<file path="config.mk">
export PLATFORM = sky130hd
export DESIGN_NAME = bus_arbiter_32_flat
export DESIGN_NICKNAME = d
export VERILOG_FILES = /design/src/rtl/bus_arbiter_32_if.sv /design/src/rtl/bus_arbiter_32.sv /design/src/flat_wrapper.sv
export SDC_FILE = /design/constraint.sdc
export NUM_CORES = 1
export LEC_CHECK = 0
export CORE_AREA = 2 2 105 157
export CTS_CLUSTER_DIAMETER = 30
export DETAILED_ROUTE_END_ITERATION = 10
export DIE_AREA = 0 0 107 159
export PLACE_DENSITY_LB_ADDON = 0.08
export SYNTH_ARGS = -nofsm -noshare
export SYNTH_HDL_FRONTEND = slang
export SYNTH_SLANG_ARGS = --single-unit
</file>
<file path="constraint.sdc">
create_clock -name i_clock -period 5.5 [get_ports i_clock]
set_input_delay 1.1 -clock i_clock [delete_from_list [all_inputs] [get_ports i_clock]]
set_output_delay 1.1 -clock i_clock [all_outputs]
set_load 0.05 [all_outputs]
</file>
<file path="src/rtl/bus_arbiter_32_if.sv">
// Bus arbiter handshake bundle: request vector and owner release in,
// one-hot grant, owner index, valid flag and preempt pulse out.
interface bus_arbiter_32_if;
  logic [31:0] i_req;
  logic        i_release;
  logic [31:0] o_grant;
  logic        o_grant_valid;
  logic [4:0]  o_grant_id;
  logic        o_preempt;

  // Arbiter side
  modport slave (
    input  i_req, i_release,
    output o_grant, o_grant_valid, o_grant_id, o_preempt
  );

  // Requester side
  modport master (
    output i_req, i_release,
    input  o_grant, o_grant_valid, o_grant_id, o_preempt
  );
endinterface

</file>
<file path="src/rtl/bus_arbiter_32.sv">
// 32-source round-robin bus arbiter with hold-time limit.
// An owner keeps the bus until it pulses release or has held it HOLD_MAX
// cycles; either way one idle (grant=0) turnaround cycle follows before the
// next grant, so drivers never overlap. The search pointer moves one past
// the last owner so sources are served fairly.
module bus_arbiter_32 #(
  parameter int unsigned HOLD_MAX = 16  // legal 1..255
) (
  input  logic             i_clock,
  input  logic             i_clear,
  bus_arbiter_32_if.slave  bus
);

  typedef enum logic {S_IDLE, S_OWNED} state_t;

  localparam logic [7:0] HOLD_LIM = 8'(HOLD_MAX);

  state_t      r_state;
  logic [31:0] r_grant;
  logic [4:0]  r_grant_id;
  logic        r_grant_valid;
  logic        r_preempt;
  logic [4:0]  r_ptr;
  logic [7:0]  r_hold;

  logic        w_found;
  logic [4:0]  w_sel;
  logic [4:0]  w_idx;
  logic [4:0]  w_next_ptr;
  logic        w_expire;

  // First set request at or above the pointer, wrapping 31 -> 0.
  always_comb begin
    w_found = 1'b0;
    w_sel   = 5'd0;
    w_idx   = 5'd0;
    for (int k = 0; k < 32; k++) begin
      w_idx = r_ptr + 5'(k);
      if (!w_found && bus.i_req[w_idx]) begin
        w_found = 1'b1;
        w_sel   = w_idx;
      end
    end
  end

  // Pointer after the current owner leaves; 5-bit add wraps 31 -> 0.
  assign w_next_ptr = r_grant_id + 5'd1;
  // Hold counter already includes the grant cycle, so equality means the
  // owner has had its full HOLD_MAX cycles.
  assign w_expire   = (r_hold == HOLD_LIM);

  // Arbitration FSM; every output is a register.
  always_ff @(posedge i_clock) begin
    if (i_clear) begin
      r_state       <= S_IDLE;
      r_grant       <= '0;
      r_grant_id    <= '0;
      r_grant_valid <= 1'b0;
      r_preempt     <= 1'b0;
      r_ptr         <= '0;
      r_hold        <= '0;
    end else begin
      case (r_state)
        S_IDLE: begin
          // release is meaningless without an owner and is ignored here
          r_preempt <= 1'b0;
          if (w_found) begin
            r_state       <= S_OWNED;
            r_grant       <= 32'd1 << w_sel;
            r_grant_id    <= w_sel;
            r_grant_valid <= 1'b1;
            r_hold        <= 8'd1;
          end else begin
            r_grant       <= '0;
            r_grant_id    <= '0;
            r_grant_valid <= 1'b0;
            r_hold        <= '0;
          end
        end
        S_OWNED: begin
          if (bus.i_release || w_expire) begin
            // release wins over a simultaneous expiry: no preempt pulse
            r_state       <= S_IDLE;
            r_grant       <= '0;
            r_grant_id    <= '0;
            r_grant_valid <= 1'b0;
            r_ptr         <= w_next_ptr;
            r_hold        <= '0;
            r_preempt     <= !bus.i_release;
          end else begin
            r_hold    <= r_hold + 8'd1;
            r_preempt <= 1'b0;
          end
        end
        default: begin
          r_state       <= S_IDLE;
          r_grant       <= '0;
          r_grant_id    <= '0;
          r_grant_valid <= 1'b0;
          r_preempt     <= 1'b0;
          r_hold        <= '0;
        end
      endcase
    end
  end

  assign bus.o_grant       = r_grant;
  assign bus.o_grant_id    = r_grant_id;
  assign bus.o_grant_valid = r_grant_valid;
  assign bus.o_preempt     = r_preempt;

endmodule

</file>
<file path="src/flat_wrapper.sv">
// flat-port wrapper written by rule: the top's interface ports become plain ports
module bus_arbiter_32_flat 
#(
  parameter int unsigned HOLD_MAX = 16                 
)
  (i_clock, i_clear, bus_i_req, bus_i_release, bus_o_grant, bus_o_grant_valid, bus_o_grant_id, bus_o_preempt);
  bus_arbiter_32_if bus_i ();
  input  logic i_clock;
  input  logic i_clear;
  input wire logic [$bits(bus_i.i_req)-1:0] bus_i_req;
  input wire logic [$bits(bus_i.i_release)-1:0] bus_i_release;
  output wire logic [$bits(bus_i.o_grant)-1:0] bus_o_grant;
  output wire logic [$bits(bus_i.o_grant_valid)-1:0] bus_o_grant_valid;
  output wire logic [$bits(bus_i.o_grant_id)-1:0] bus_o_grant_id;
  output wire logic [$bits(bus_i.o_preempt)-1:0] bus_o_preempt;
  assign bus_i.i_req = bus_i_req;
  assign bus_i.i_release = bus_i_release;
  assign bus_o_grant = bus_i.o_grant;
  assign bus_o_grant_valid = bus_i.o_grant_valid;
  assign bus_o_grant_id = bus_i.o_grant_id;
  assign bus_o_preempt = bus_i.o_preempt;
  bus_arbiter_32 #(.HOLD_MAX(HOLD_MAX)) u_core (.i_clock(i_clock), .i_clear(i_clear), .bus(bus_i));
endmodule
</file>
* Word-level counts from Yosys, hierarchy flattened
Cells that the tools add are included.
Storage, ports and cells: register bits 53, word-level logic and storage cells 285, bits of input ports 35
Operators by class: shifts and indexed selects 1, bitwise operators 1, order comparisons 32, reduce and logical (&&, ||, !) cells 65, $add $sub $neg 33, multiplexer cells 144, equality and inequality tests 2
Operators by type and width (count):
- < comparator 5 x 6 -> 1 bit, second input constant | 32
- 2-to-1 mux 5 bit | 34
- binary-select mux 1 bit (select 5 bit) | 32
- adder 5 bit, second input constant | 16
- 2-to-1 mux 1 bit | 69
- 2-to-1 mux 32 bit | 2
- one-hot mux 32 bit (2 select lines) | 1
- adder 5 x 4 -> 5 bit, second input constant | 8
- logical NOT 1 bit | 32
- << shifter 1 x 5 -> 32 bit, first input constant | 1
- logical AND 1 bit | 31
- adder 5 x 3 -> 5 bit, second input constant | 4
- one-hot mux 8 bit (2 select lines) | 1
- adder 5 x 1 -> 5 bit, second input constant | 2
- adder 5 x 2 -> 5 bit, second input constant | 2
- one-hot mux 5 bit (2 select lines) | 1
- adder 8 x 1 -> 8 bit, second input constant | 1
- equality test 8 x 5 -> 1 bit, second input constant | 1
- 2-to-1 mux 8 bit | 1
- one-hot mux 1 bit (2 select lines) | 3
- != test 2 bit, second input constant | 1
- AND reduction 2 bit | 1
- logical OR 1 bit | 1
- NOT 1 bit | 1

* Longest topological paths before layout
depth after elaboration 99, mapped depth 27, gate-level depth less buffers 15

* Worst setup path before layout
OpenSTA, ideal clock, no wires.
path kind register to register, start point reg u_core.r_ptr[1], end point reg u_core.r_grant[0], in the netlist u_core.bus.o_grant[0], clock period less this slack 5.929 ns, stages on the path, launching flop included 24, data arrival time 5.867 ns, library setup time 0.062 ns, slack -0.429 ns, path through dfxtp_1 > buf_2 > buf_4 > buf_2 > buf_2 > inv_1 > buf_2 > ha_1 > buf_2 > buf_4 > buf_2 > mux4_2 > mux2_2 > mux4_2 > nor4b_2 > or3b_1 > buf_2 > or3_1 > mux2i_1 > o211ai_1 > a31o_2 > nand2_2 > nor4b_4 > a32o_1
Between the ends: longest elaborated chain between the ends 99
Ends and longest elaborated chain:
- from (decl) | line bus_arbiter_32.sv:23 | logic [4:0] r_ptr;
- from (signal assigned) | line bus_arbiter_32.sv:87 | r_ptr <= w_next_ptr;
- branches (longest 97 deep; another with adder 5 x 1 -> 5 bit)
- 2-to-1 mux 32 bit (*) | line bus_arbiter_32.sv:67 | if (w_found) begin
- one-hot mux 32 bit (2 select lines) (*) | line bus_arbiter_32.sv:63 | case (r_state)
- to (signal assigned) | line bus_arbiter_32.sv:69 | r_grant <= 32'd1 << w_sel;
- to (decl) | line bus_arbiter_32.sv:19 | logic [31:0] r_grant;
Every way passes the cells marked *. The select of a mux whose other input is x is not followed. A chain may end at the register's enable or synchronous reset.

* Final worst setup path
start point reg u_core.r_ptr[1], end point reg u_core.r_grant[24], in the netlist u_core.bus.o_grant[24]
The elaborated chain is that of the path after synthesis.

==> qor.txt <==
Status -> completed
Clk_lat worst skew -> 0.29 ns
Syn_nets -> 988
N_diodes -> 0
Register share of total power -> 0.124
Max frequency -> 187.9 MHz
Die height -> 159 um
Final count of pins violating max slew -> 0
Drt wl/cell -> 24.72 um
Starting density of the core -> 0.5417
Cell family with most CP delay -> simple AND/OR/NAND/NOR gates
NetSw -> 1.711 mW
Post-layout nets -> 1251
Switching share of power -> 0.4921
Total number of vias -> 9504
Post-DP Area -> 11030 um2
P_int -> 1.766 mW
Fin area -> 11390 um2
DRC Markers -> 0
Sink Count -> 53
Average size of a mapped cell -> 9.024 um2
Mapped Area -> 8464 um2
Die area -> 17010 um2
Worst clock skew -> 0.006528 ns
Leakage power -> 4.652 nW
Ports -> 74
Total length of routed wires -> 34730 um
Initial antenna violation count -> 0
Global-route wire length before repair -> 53170 um
CP Data Required Time -> 5.73 ns
Final setup violation count -> 0
Seq cells post-synth -> 53
Setup slack, reg-to-reg -> 0.18 ns
Worst hold margin -> 0.4528 ns
WP data arrival -> 5.56 ns
Headroom to the max-slew limit -> 0.4996
Power Density -> 305.2 nW/um2
Clock Power Share -> 0.088
Antenna viol nets, final -> 0
Hold Path Stages -> 2
Core Util, Final -> 0.7291
CP Capture Type -> flop
Slowest cell on crit path -> ha_1
Period minus WS final -> 5.323 ns
H-tree lvl count -> 2
Crit share post-route -> 0.9679
WP buf/inv -> 3
Die Span X -> 107 um
Finished Layout Cells -> 1405
Iteration-0 DRC Markers -> 965
Number of synthesized flops with an enable pin -> 0
Slew @ Worst Pin -> 0.7453 ns
Largest net degree at the start of global routing -> 58
CTS Buf Count -> 5
Netlist cell types -> 101
Post-Place Cells -> 1387
Hold WC Path Type -> flop to flop
Overflow after GRT -> 0
Fin. Hold Viols -> 0
Vias per Instance -> 6.764
Synth warn -> 0
Worst Path Max Fanout -> 8
WS Path Type -> flop to flop
DPL Wire Length -> 26810 um
Floorplan row count -> 56
Core area -> 15630 um2
Register area -> 1064 um2
Fraction of layout cells with a size suffix above 1 -> 0.3577
CP cell instances -> inv_1, ha_1, nor2b_1, xnor2_1, mux4_2, mux2i_1, buf_4, nand4b_2, or3b_4, buf_4, or3_4, mux2i_1, o211ai_1, a31o_2, nand2_4, nor4_4, a32o_1
Clock buffer depth -> 2
Mapped Cells -> 938
Comb power frac -> 0.787
Clk pin slew, worst setup/hold paths -> 0.07 ns
Async SR Flop Fraction -> 0
Dominant synthesized flop cell -> dfxtp_1
Port bufs -> 73
CP peak stage delay -> 0.60 ns
Sum of negative setup slack -> 0 ns
Critical path depth in cells -> 17
GRT Total Usage -> 0.4066
Max cap viols -> 0
CP Launch Type -> flop
Fillers -> 1236
Area of the multi-input gates -> 7077 um2
Hold Buf Count CTS -> 0
DRT Pass-1 Iters -> 6
Clk root buf -> clkbuf_16
Synth-to-Final Area Change -> 34.59%
CTS tree -> built
Sequential-to-total area share from yosys stat -> 0.1254
Vias in the first global route -> 9340
Worst R2R Path Depth -> 17
Placer Congestion -> 1.147
Peak supply drop -> 0.3044 mV
-- cells by family (layout without fill, tap and decap cells) --
family,count (synthesis),in the layout,synth area share
and+or+nand+nor,289,289,0.1883
AOI/OAI and AO/OA,267,267,0.2282
muxes,194,194,0.3462
buffers and inverters,83,347,0.05144
DFF,53,53,0.1254
xor gates and xnor gates,37,37,0.03829
adders and majority gates,15,15,0.02217
-- tightest hold or removal path: cells and delay by family (launching register included) --
kind	cells	cell delay [ns]
compound gates	1	0.05
flops	1	0.31
simple gates	1	0.05
-- through the flow --
step	total power, mW	setup WS (ns)
3_5_place_dp	3.025	-0.5248
5_1_grt	3.640	-0.02063
3_3_place_gp	3.003	-0.4307
4_1_cts	3.349	0.001118
2_1_floorplan	1.990	0.02887
6_report	3.476	0.1766
-- cell type report --
type	instances	area share
Clock inverter	2	0.001318
Multi-Input combinational cell	802	0.6212
Inverter	17	0.005601
Clock buffer	6	0.01131
Timing Repair Buffer	322	0.2449
Tap cell	203	0.02230
Sequential cell	53	0.09336
-- power groups by stage --
| stage | sequential (mW) | combinational [mW] | clock, mW |
|---|---|---|---|
| after floorplan | 0.501 | 1.49 | 0 |
| after global placement | 0.440 | 2.56 | 0 |
| after detailed placement | 0.440 | 2.58 | 0 |
| after CTS | 0.432 | 2.61 | 0.310 |
| after global routing | 0.436 | 2.88 | 0.325 |
| final | 0.432 | 2.74 | 0.306 |
-- layer usage --
metal	GRT usage	part of all wire	routed length, um	up-vias
li1	-	-	-	4236
met1	0.4732	0.35	12110	4561
met2	0.6503	0.46	15980	524
met3	0.08350	0.093	3247	183
met4	0.3052	0.098	3396	0
met5	0	0	0	-
-- worst paths after layout --
kind | from | endpoint
hold / removal | u_core.bus.o_grant[19]$_SDFFE_PP0P_ | u_core.bus.o_grant[19]$_SDFFE_PP0P_
setup / recovery | u_core.r_ptr[1]$_SDFFE_PP0P_ | u_core.bus.o_grant[24]$_SDFFE_PP0P_
hold reg to reg | u_core.bus.o_grant[19]$_SDFFE_PP0P_ | u_core.bus.o_grant[19]$_SDFFE_PP0P_
setup reg to reg | u_core.r_ptr[1]$_SDFFE_PP0P_ | u_core.bus.o_grant[24]$_SDFFE_PP0P_
-- cells in the mapped netlist (all sizes together) (15+ instances only) --
cell type | count | area share
a21oi | 55 | 0.034
inv | 17 | 0.0075
nand2 | 84 | 0.039
nand3 | 26 | 0.015
mux2i | 73 | 0.087
nor3 | 17 | 0.012
xnor2 | 21 | 0.022
mux4 | 74 | 0.20
nor2 | 68 | 0.030
mux2 | 47 | 0.063
clkbuf | 24 | 0.011
xor2 | 16 | 0.017
o22ai | 18 | 0.013
a32o | 16 | 0.019
ha | 15 | 0.022
o31ai | 16 | 0.021
o21ai | 50 | 0.030
buf | 42 | 0.033
dfxtp | 53 | 0.13
nand2b | 15 | 0.011
-- registers in the layout (all words and copies together), names as in the netlist --
name and count:
u_core.bus.o_preempt 1, u_core.r_state 1, u_core.r_hold 8, u_core.bus.o_grant 32, u_core.r_ptr 5, u_core.bus.o_grant_id 5
u_core.bus.o_grant_valid 1
-- cells in the final DEF (no fill, tap or decap), drive strengths merged, types with 6 or more instances in the layout --
cell	count
a211oi	10
a21boi	6
a21oi	55
a22oi	7
a31oi	8
a32o	16
and2	7
and3	6
buf	249
clkbuf	7
clkdlybuf4s50	41
dfxtp	53
dlymetal6s2s	28
ha	15
inv	17
mux2	47
mux2i	73
mux4	74
nand2	84
nand2b	15
nand3	26
nand4	9
nor2	68
nor2b	11
nor3	17
nor4	7
o211ai	10
o21a	10
o21ai	50
o221ai	7
o22ai	18
o31ai	16
or2	7
or3	6
xnor2	21
xor2	16
-- repair_timing --
item                                    in CTS  in global routing
gates resized for setup                     14                 41
buffers inserted                             2                  7
gates cloned                                 0                  0
pin swaps                                    6                 13
endpoints found under the setup margin      31                 35
Power figures use the tool's default switching activity.
